--- config.mk ---
export PLATFORM = sky130hd
export DESIGN_NAME = bus_arbiter_rr
export DESIGN_NICKNAME = d
export VERILOG_FILES = /design/src/rtl/arb_pkg.sv /design/src/rtl/rr_picker.sv /design/src/rtl/bus_arbiter_rr.sv
export SDC_FILE = /design/constraint.sdc
export NUM_CORES = 1
export LEC_CHECK = 0
export ABC_AREA = 0
export CORE_ASPECT_RATIO = 0.7
export CORE_MARGIN = 2
export CORE_UTILIZATION = 45
export CTS_BUF_LIST = sky130_fd_sc_hd__clkbuf_8
export CTS_CLUSTER_DIAMETER = 50
export DETAILED_ROUTE_END_ITERATION = 10
export GPL_ROUTABILITY_DRIVEN = 0
export PLACE_DENSITY = 0.72
export RECOVER_POWER = 50
export SLEW_MARGIN = 20
export SYNTH_ARGS = -nofsm -noshare
export SYNTH_HDL_FRONTEND = slang
export SYNTH_SLANG_ARGS = --single-unit
--- constraint.sdc ---
create_clock -name clk -period 2.6 [get_ports clk]
set_input_delay 0.78 -clock clk [delete_from_list [all_inputs] [get_ports clk]]
set_output_delay 0.78 -clock clk [all_outputs]
set_load 0.02 [all_outputs]
--- src/rtl/arb_pkg.sv ---
// Shared types and helpers for the round-robin bus arbiter.
package arb_pkg;

    typedef enum logic {
        IDLE = 1'b0,
        WAIT = 1'b1
    } state_e;

    localparam logic MODE_READ  = 1'b0;
    localparam logic MODE_WRITE = 1'b1;

    // Index width for n channels, never narrower than one bit.
    function automatic int unsigned clog2(input int unsigned n);
        int unsigned w;
        w = 1;
        while ((32'd1 << w) < n) w = w + 1;
        return w;
    endfunction

endpackage

--- src/rtl/rr_picker.sv ---
// Combinational grant picker over the pending vector, searching from last_grant+1 with wrap.
// With ARB_CH0_PRIORITY_EN defined, channel 0 always wins and channels 1..NUM_CH-1 rotate.
module rr_picker
    import arb_pkg::*;
#(
    parameter int unsigned  NUM_CH = 2,
    localparam int unsigned IDX_W  = clog2(NUM_CH)
) (
    input  logic [NUM_CH-1:0] pending,
    input  logic [IDX_W-1:0]  last_grant,
    output logic [IDX_W-1:0]  grant,
    output logic              any_valid
);

    logic [IDX_W-1:0] cand;

    always_comb begin
        grant     = '0;
        any_valid = 1'b0;
        cand      = '0;
`ifdef ARB_CH0_PRIORITY_EN
        if (pending[0]) begin
            any_valid = 1'b1;
        end else begin
            // last_grant stays within 1..NUM_CH-1, so the rotation never lands on channel 0.
            for (int unsigned k = 1; k < NUM_CH; k++) begin
                cand = IDX_W'(((32'(last_grant) + NUM_CH - 2 + k) % (NUM_CH - 1)) + 1);
                if (!any_valid && pending[cand]) begin
                    any_valid = 1'b1;
                    grant     = cand;
                end
            end
        end
`else
        for (int unsigned k = 1; k <= NUM_CH; k++) begin
            cand = IDX_W'((32'(last_grant) + k) % NUM_CH);
            if (!any_valid && pending[cand]) begin
                any_valid = 1'b1;
                grant     = cand;
            end
        end
`endif
    end

endmodule

--- src/rtl/bus_arbiter_rr.sv ---
// Merges NUM_CH pulse-protocol request ports onto one downstream memory port, one transaction
// outstanding at a time. Define ARB_CH0_PRIORITY_EN to give channel 0 fixed highest priority.
module bus_arbiter_rr
    import arb_pkg::*;
#(
    parameter int unsigned NUM_CH = 2,
    parameter int unsigned ADDR_W = 32,
    parameter int unsigned DATA_W = 32
) (
    input  logic                         clk,
    input  logic                         rstn,
    input  logic [NUM_CH-1:0]            ch_req_enable,
    input  logic [NUM_CH-1:0]            ch_req_mode,
    input  logic [NUM_CH*ADDR_W-1:0]     ch_req_addr,
    input  logic [NUM_CH*DATA_W-1:0]     ch_req_wdata,
    input  logic [NUM_CH*(DATA_W/8)-1:0] ch_req_wstrb,
    output logic [NUM_CH-1:0]            ch_resp_enable,
    output logic [DATA_W-1:0]            ch_resp_data,
    output logic                         out_request_enable,
    output logic                         out_mode,
    output logic [ADDR_W-1:0]            out_addr,
    output logic [DATA_W-1:0]            out_wdata,
    output logic [(DATA_W/8)-1:0]        out_wstrb,
    input  logic                         in_response_enable,
    input  logic [DATA_W-1:0]            in_resp_data,
    output logic [NUM_CH-1:0]            overflow_err
);

    localparam int unsigned STRB_W = DATA_W / 8;
    localparam int unsigned IDX_W  = clog2(NUM_CH);

    state_e            state_q, state_d;
    logic [IDX_W-1:0]  grant_q, grant_d;
    logic [IDX_W-1:0]  last_grant_q, last_grant_d;
    logic [NUM_CH-1:0] pending_q, pending_d;
    logic [NUM_CH-1:0] accept, clear, overflow_d;

    logic              slot_mode_q  [NUM_CH];
    logic [ADDR_W-1:0] slot_addr_q  [NUM_CH];
    logic [DATA_W-1:0] slot_wdata_q [NUM_CH];
    logic [STRB_W-1:0] slot_wstrb_q [NUM_CH];

    logic [IDX_W-1:0]  pick;
    logic              pick_valid;
    logic              resp_fire;
    logic              issue;

    rr_picker #(
        .NUM_CH (NUM_CH)
    ) u_picker (
        .pending    (pending_q),
        .last_grant (last_grant_q),
        .grant      (pick),
        .any_valid  (pick_valid)
    );

    assign resp_fire = (state_q == WAIT) && in_response_enable;
    assign issue     = (state_q == IDLE) && pick_valid;
    assign clear     = resp_fire ? ({{(NUM_CH-1){1'b0}}, 1'b1} << grant_q) : '0;

    // A response frees its slot before same-edge requests are judged, so a re-request is accepted.
    assign accept     = ch_req_enable & (~pending_q | clear);
    assign pending_d  = (pending_q & ~clear) | accept;
    assign overflow_d = overflow_err | (ch_req_enable & pending_q & ~clear);

    always_comb begin
        state_d      = state_q;
        grant_d      = grant_q;
        last_grant_d = last_grant_q;
        case (state_q)
            IDLE: begin
                if (pick_valid) begin
                    state_d = WAIT;
                    grant_d = pick;
                end
            end
            WAIT: begin
                if (in_response_enable) begin
                    state_d = IDLE;
`ifdef ARB_CH0_PRIORITY_EN
                    if (grant_q != '0) last_grant_d = grant_q;
`else
                    last_grant_d = grant_q;
`endif
                end
            end
            default: state_d = IDLE;
        endcase
    end

    always_ff @(posedge clk or negedge rstn) begin
        if (!rstn) begin
            state_q            <= IDLE;
            grant_q            <= '0;
            last_grant_q       <= IDX_W'(NUM_CH - 1);
            pending_q          <= '0;
            overflow_err       <= '0;
            out_request_enable <= 1'b0;
            out_mode           <= 1'b0;
            out_addr           <= '0;
            out_wdata          <= '0;
            out_wstrb          <= '0;
            ch_resp_enable     <= '0;
            ch_resp_data       <= '0;
            for (int i = 0; i < NUM_CH; i++) begin
                slot_mode_q[i]  <= 1'b0;
                slot_addr_q[i]  <= '0;
                slot_wdata_q[i] <= '0;
                slot_wstrb_q[i] <= '0;
            end
        end else begin
            state_q            <= state_d;
            grant_q            <= grant_d;
            last_grant_q       <= last_grant_d;
            pending_q          <= pending_d;
            overflow_err       <= overflow_d;
            out_request_enable <= issue;
            ch_resp_enable     <= clear;
            if (issue) begin
                out_mode  <= slot_mode_q[pick];
                out_addr  <= slot_addr_q[pick];
                out_wdata <= slot_wdata_q[pick];
                out_wstrb <= slot_wstrb_q[pick];
            end
            if (resp_fire) begin
                ch_resp_data <= in_resp_data;
            end
            for (int i = 0; i < NUM_CH; i++) begin
                if (accept[i]) begin
                    slot_mode_q[i]  <= ch_req_mode[i];
                    slot_addr_q[i]  <= ch_req_addr[i*ADDR_W +: ADDR_W];
                    slot_wdata_q[i] <= ch_req_wdata[i*DATA_W +: DATA_W];
                    slot_wstrb_q[i] <= ch_req_wstrb[i*STRB_W +: STRB_W];
                end
            end
        end
    end

endmodule

==> impl_metrics.env, run 1 <==
export IMPL_outcome="complete, but fails checks"
export IMPL_violations="capacitance limit, slew limit"
export IMPL_globalRouteOverflowTotal=0
export IMPL_clockRootBuffer="clkbuf_8"
export IMPL_setup_viol=0
export IMPL_drt_wl_total_mm=23.13
export IMPL_worstSkewPairLatency_ns=0.53
export IMPL_hp_class="reg2reg"
export IMPL_postRouteAntennaNets=0
export IMPL_worst_hold_slack_ns=0.4719
export IMPL_syn_area_um2=9759
export IMPL_cts_resized=0
export IMPL_fp_dieH_um=127.2
export IMPL_grt_first_pass_wirelength_mm=36.49
export IMPL_vias=6413
export IMPL_htree_levels=2
export IMPL_syn_area_per_cell_um2=14.25
export IMPL_clock_path_buffers=3
export IMPL_die_w_um=180.0
export IMPL_skew_ns=0.02739
export IMPL_busiest_layer="met2"
export IMPL_dp_slack_ns=0.03957
export IMPL_grt_use_total_pct=20.08
export IMPL_cts_tree="built"
export IMPL_use_met3_pct=5.331
export IMPL_relSlewSlack_pct=-29.21
export IMPL_max_freq_ghz=0.4311
export IMPL_antenna_cells=0
export IMPL_dp_hpwl_mm=15.83
export IMPL_post_cts_buffers=0
export IMPL_antenna_found_initial=0
export IMPL_first_iter_violations=290
export IMPL_path_class="reg2out"
export IMPL_setup_ws_ns=0.2804
export IMPL_avgRoutedWirePerCell_um=17.90
export IMPL_ios=281
export IMPL_vias_per_cell=4.964
export IMPL_cts_buffers=39
export IMPL_crit_buf_inv=1
export IMPL_cp_cell_sequence="clkdlybuf4s50_1"
export IMPL_rows=45
export IMPL_tightest_slew_ns=1.938
export IMPL_cts_num_sinks=249
export IMPL_fin_crit_ns=2.320
export IMPL_drv_slew=35
export IMPL_rsz0062_at_grt="false"
export IMPL_cp_end_kind="primary output"
export IMPL_placed_cell_area_um2=13070
export IMPL_seq_area_frac_synth_pct=63.86
export IMPL_initial_utilization_pct=45.49
export IMPL_grt_start_max_net_pins=95
export IMPL_cpMaxStageDelayCell="clkdlybuf4s50_1"
export IMPL_p_total_mw=14.33
export IMPL_grt_pass1_vias=6613
export IMPL_nNetsFinal=1161
export IMPL_use_met1_pct=28.04
export IMPL_min_path_cells=1
export IMPL_firstDrtPassIters=6
export IMPL_synth_nets=860
export IMPL_crit_family="buffers and inverters"
export IMPL_die_area_um2=22900
export IMPL_drive_above_1_share_pct=23.66
export IMPL_critPathMaxFanout=2
export IMPL_start_kind="flop"
export IMPL_fin_area_um2=13800
export IMPL_r2r_cells=4
export IMPL_synth_cell_types=21
export IMPL_met2_usage_pct=30.97
export IMPL_cts_clk_slew_worst_paths_ns=0.06
export IMPL_syn2layout_area_growth_pct=41.44
export IMPL_holdBufCountCts=0
export IMPL_cp_depth=1
export IMPL_p_per_area_nw_per_um2=1039
export IMPL_p_leak_nw=5.920
export IMPL_drc=0
export IMPL_ir_worst_vdd_mv=0.5445
export IMPL_ys_ff_latch=249
export IMPL_port_buffers=280
export IMPL_core_area_um2=21450
export IMPL_finalCritPeriodShare_pct=89.21
export IMPL_final_hold_violation_count=0
export IMPL_yosysWarningCount=0
export IMPL_cp_required_ns=1.82
export IMPL_tns_ns=0
export IMPL_syn_inst=685
export IMPL_cap_violations=1
export IMPL_cpPeakStageDelay_ns=0.65
export IMPL_arrival_ns=1.54
[cells by family after synthesis]
group                  share of synthesized area, %
muxes                                         26.69
DFF                                           63.86
and+or+nand+nor                               2.936
buffers and inverters                         2.090
AOI/OAI and AO/OA                             4.423
[through the flow]
step,utilization [%],instances
2_1_floorplan,-,685
3_3_place_gp,60.94,1227
3_5_place_dp,60.94,1227
4_1_cts,64.52,1292
5_1_grt,64.35,1292
6_report,64.35,1292
[where the power goes]
group	internal (mW)	total (mW)	switching [mW]	leakage (nW)
clock network	1.77	3.24	1.47	0.439
logic	2.66	4.82	2.15	2.53
registers	5.45	6.27	0.823	2.95
[synthesized netlist by cell type]
cell type  count  area [um^2]
mux2_1        11        123.9
a31o_2         2        17.52
buf_6          1        11.26
dfstp_2        1        26.28
inv_1          3        11.26
buf_4          3        22.52
buf_1          4        15.01
a21bo_2        1        10.01
clkbuf_1      13        48.80
o21bai_1       1        7.510
o21ai_0       70        350.3
dfrtp_1      248         6206
mux2_2       159         1790
mux2i_1       69        690.7
a21o_1         2        15.01
nand3b_1       1        7.510
nand2_1       73        274.0
nand3_1        1        5.000
buf_2         19        95.09
a21boi_2       2        22.52
o31a_1         1        8.760
[layer usage]
layer | wire length (um) | vias to the layer above
met5 | 0 | -
met4 | 473 | 0
met3 | 1500 | 38
met2 | 10520 | 166
met1 | 10640 | 3217
li1 | - | 2992
[path summary, 6_finish.rpt]
path | startpoint | end | slack (ns)
min in group asynchronous | rstn | out_addr[12] | 0.90
min | overflow_err[1] | overflow_err[1] | 0.47
min reg2reg | overflow_err[1] | overflow_err[1] | 0.47
max in group asynchronous | rstn | slot_wdata_q[59] | 0.44
max | overflow_err[0] | overflow_err[0] | 0.28
max reg2reg | pending_q[0] | out_addr[3] | 0.69
[registers in the layout, indices dropped and copies added (netlist names), 4 cells and up]
signal and cells:
ch_resp_data 32, out_addr 32, out_wdata 32, out_wstrb 4, slot_addr_q 64, slot_wdata_q 64, slot_wstrb_q 8
[layout by cell type, fill, tap and decap left out, types with 11 or more instances in the layout]
cell type        Yosys  layout
nand2_1             73      73
mux2_2             159     159
clkbuf_8             0      52
clkdlybuf4s50_1      0     278
o21ai_0             70      70
buf_12               0      11
inv_1                3      13
dfrtp_1            248     248
mux2_1              11      11
mux2i_1             69      69
[cell type report]
type	count	area, um^2
clock inverters	13	52.55
repair buffers	300	3083
flip-flops and latches	249	6232
fillers	1695	7649
well taps	282	352.8
inverters	3	11.26
clock buffers	52	715.7
multi-input cells	393	3356
No activity file was read; power rests on OpenSTA's default activity.
==> run 2: changes to the inputs <==
--- a/config.mk
+++ b/config.mk
@@ -19,3 +19,4 @@
 export SYNTH_ARGS = -nofsm -noshare
 export SYNTH_HDL_FRONTEND = slang
 export SYNTH_SLANG_ARGS = --single-unit
+export TNS_END_PERCENT = 10
==> results of run 2 <==
Final layout, timing and power as in run 1 (identical DEF).
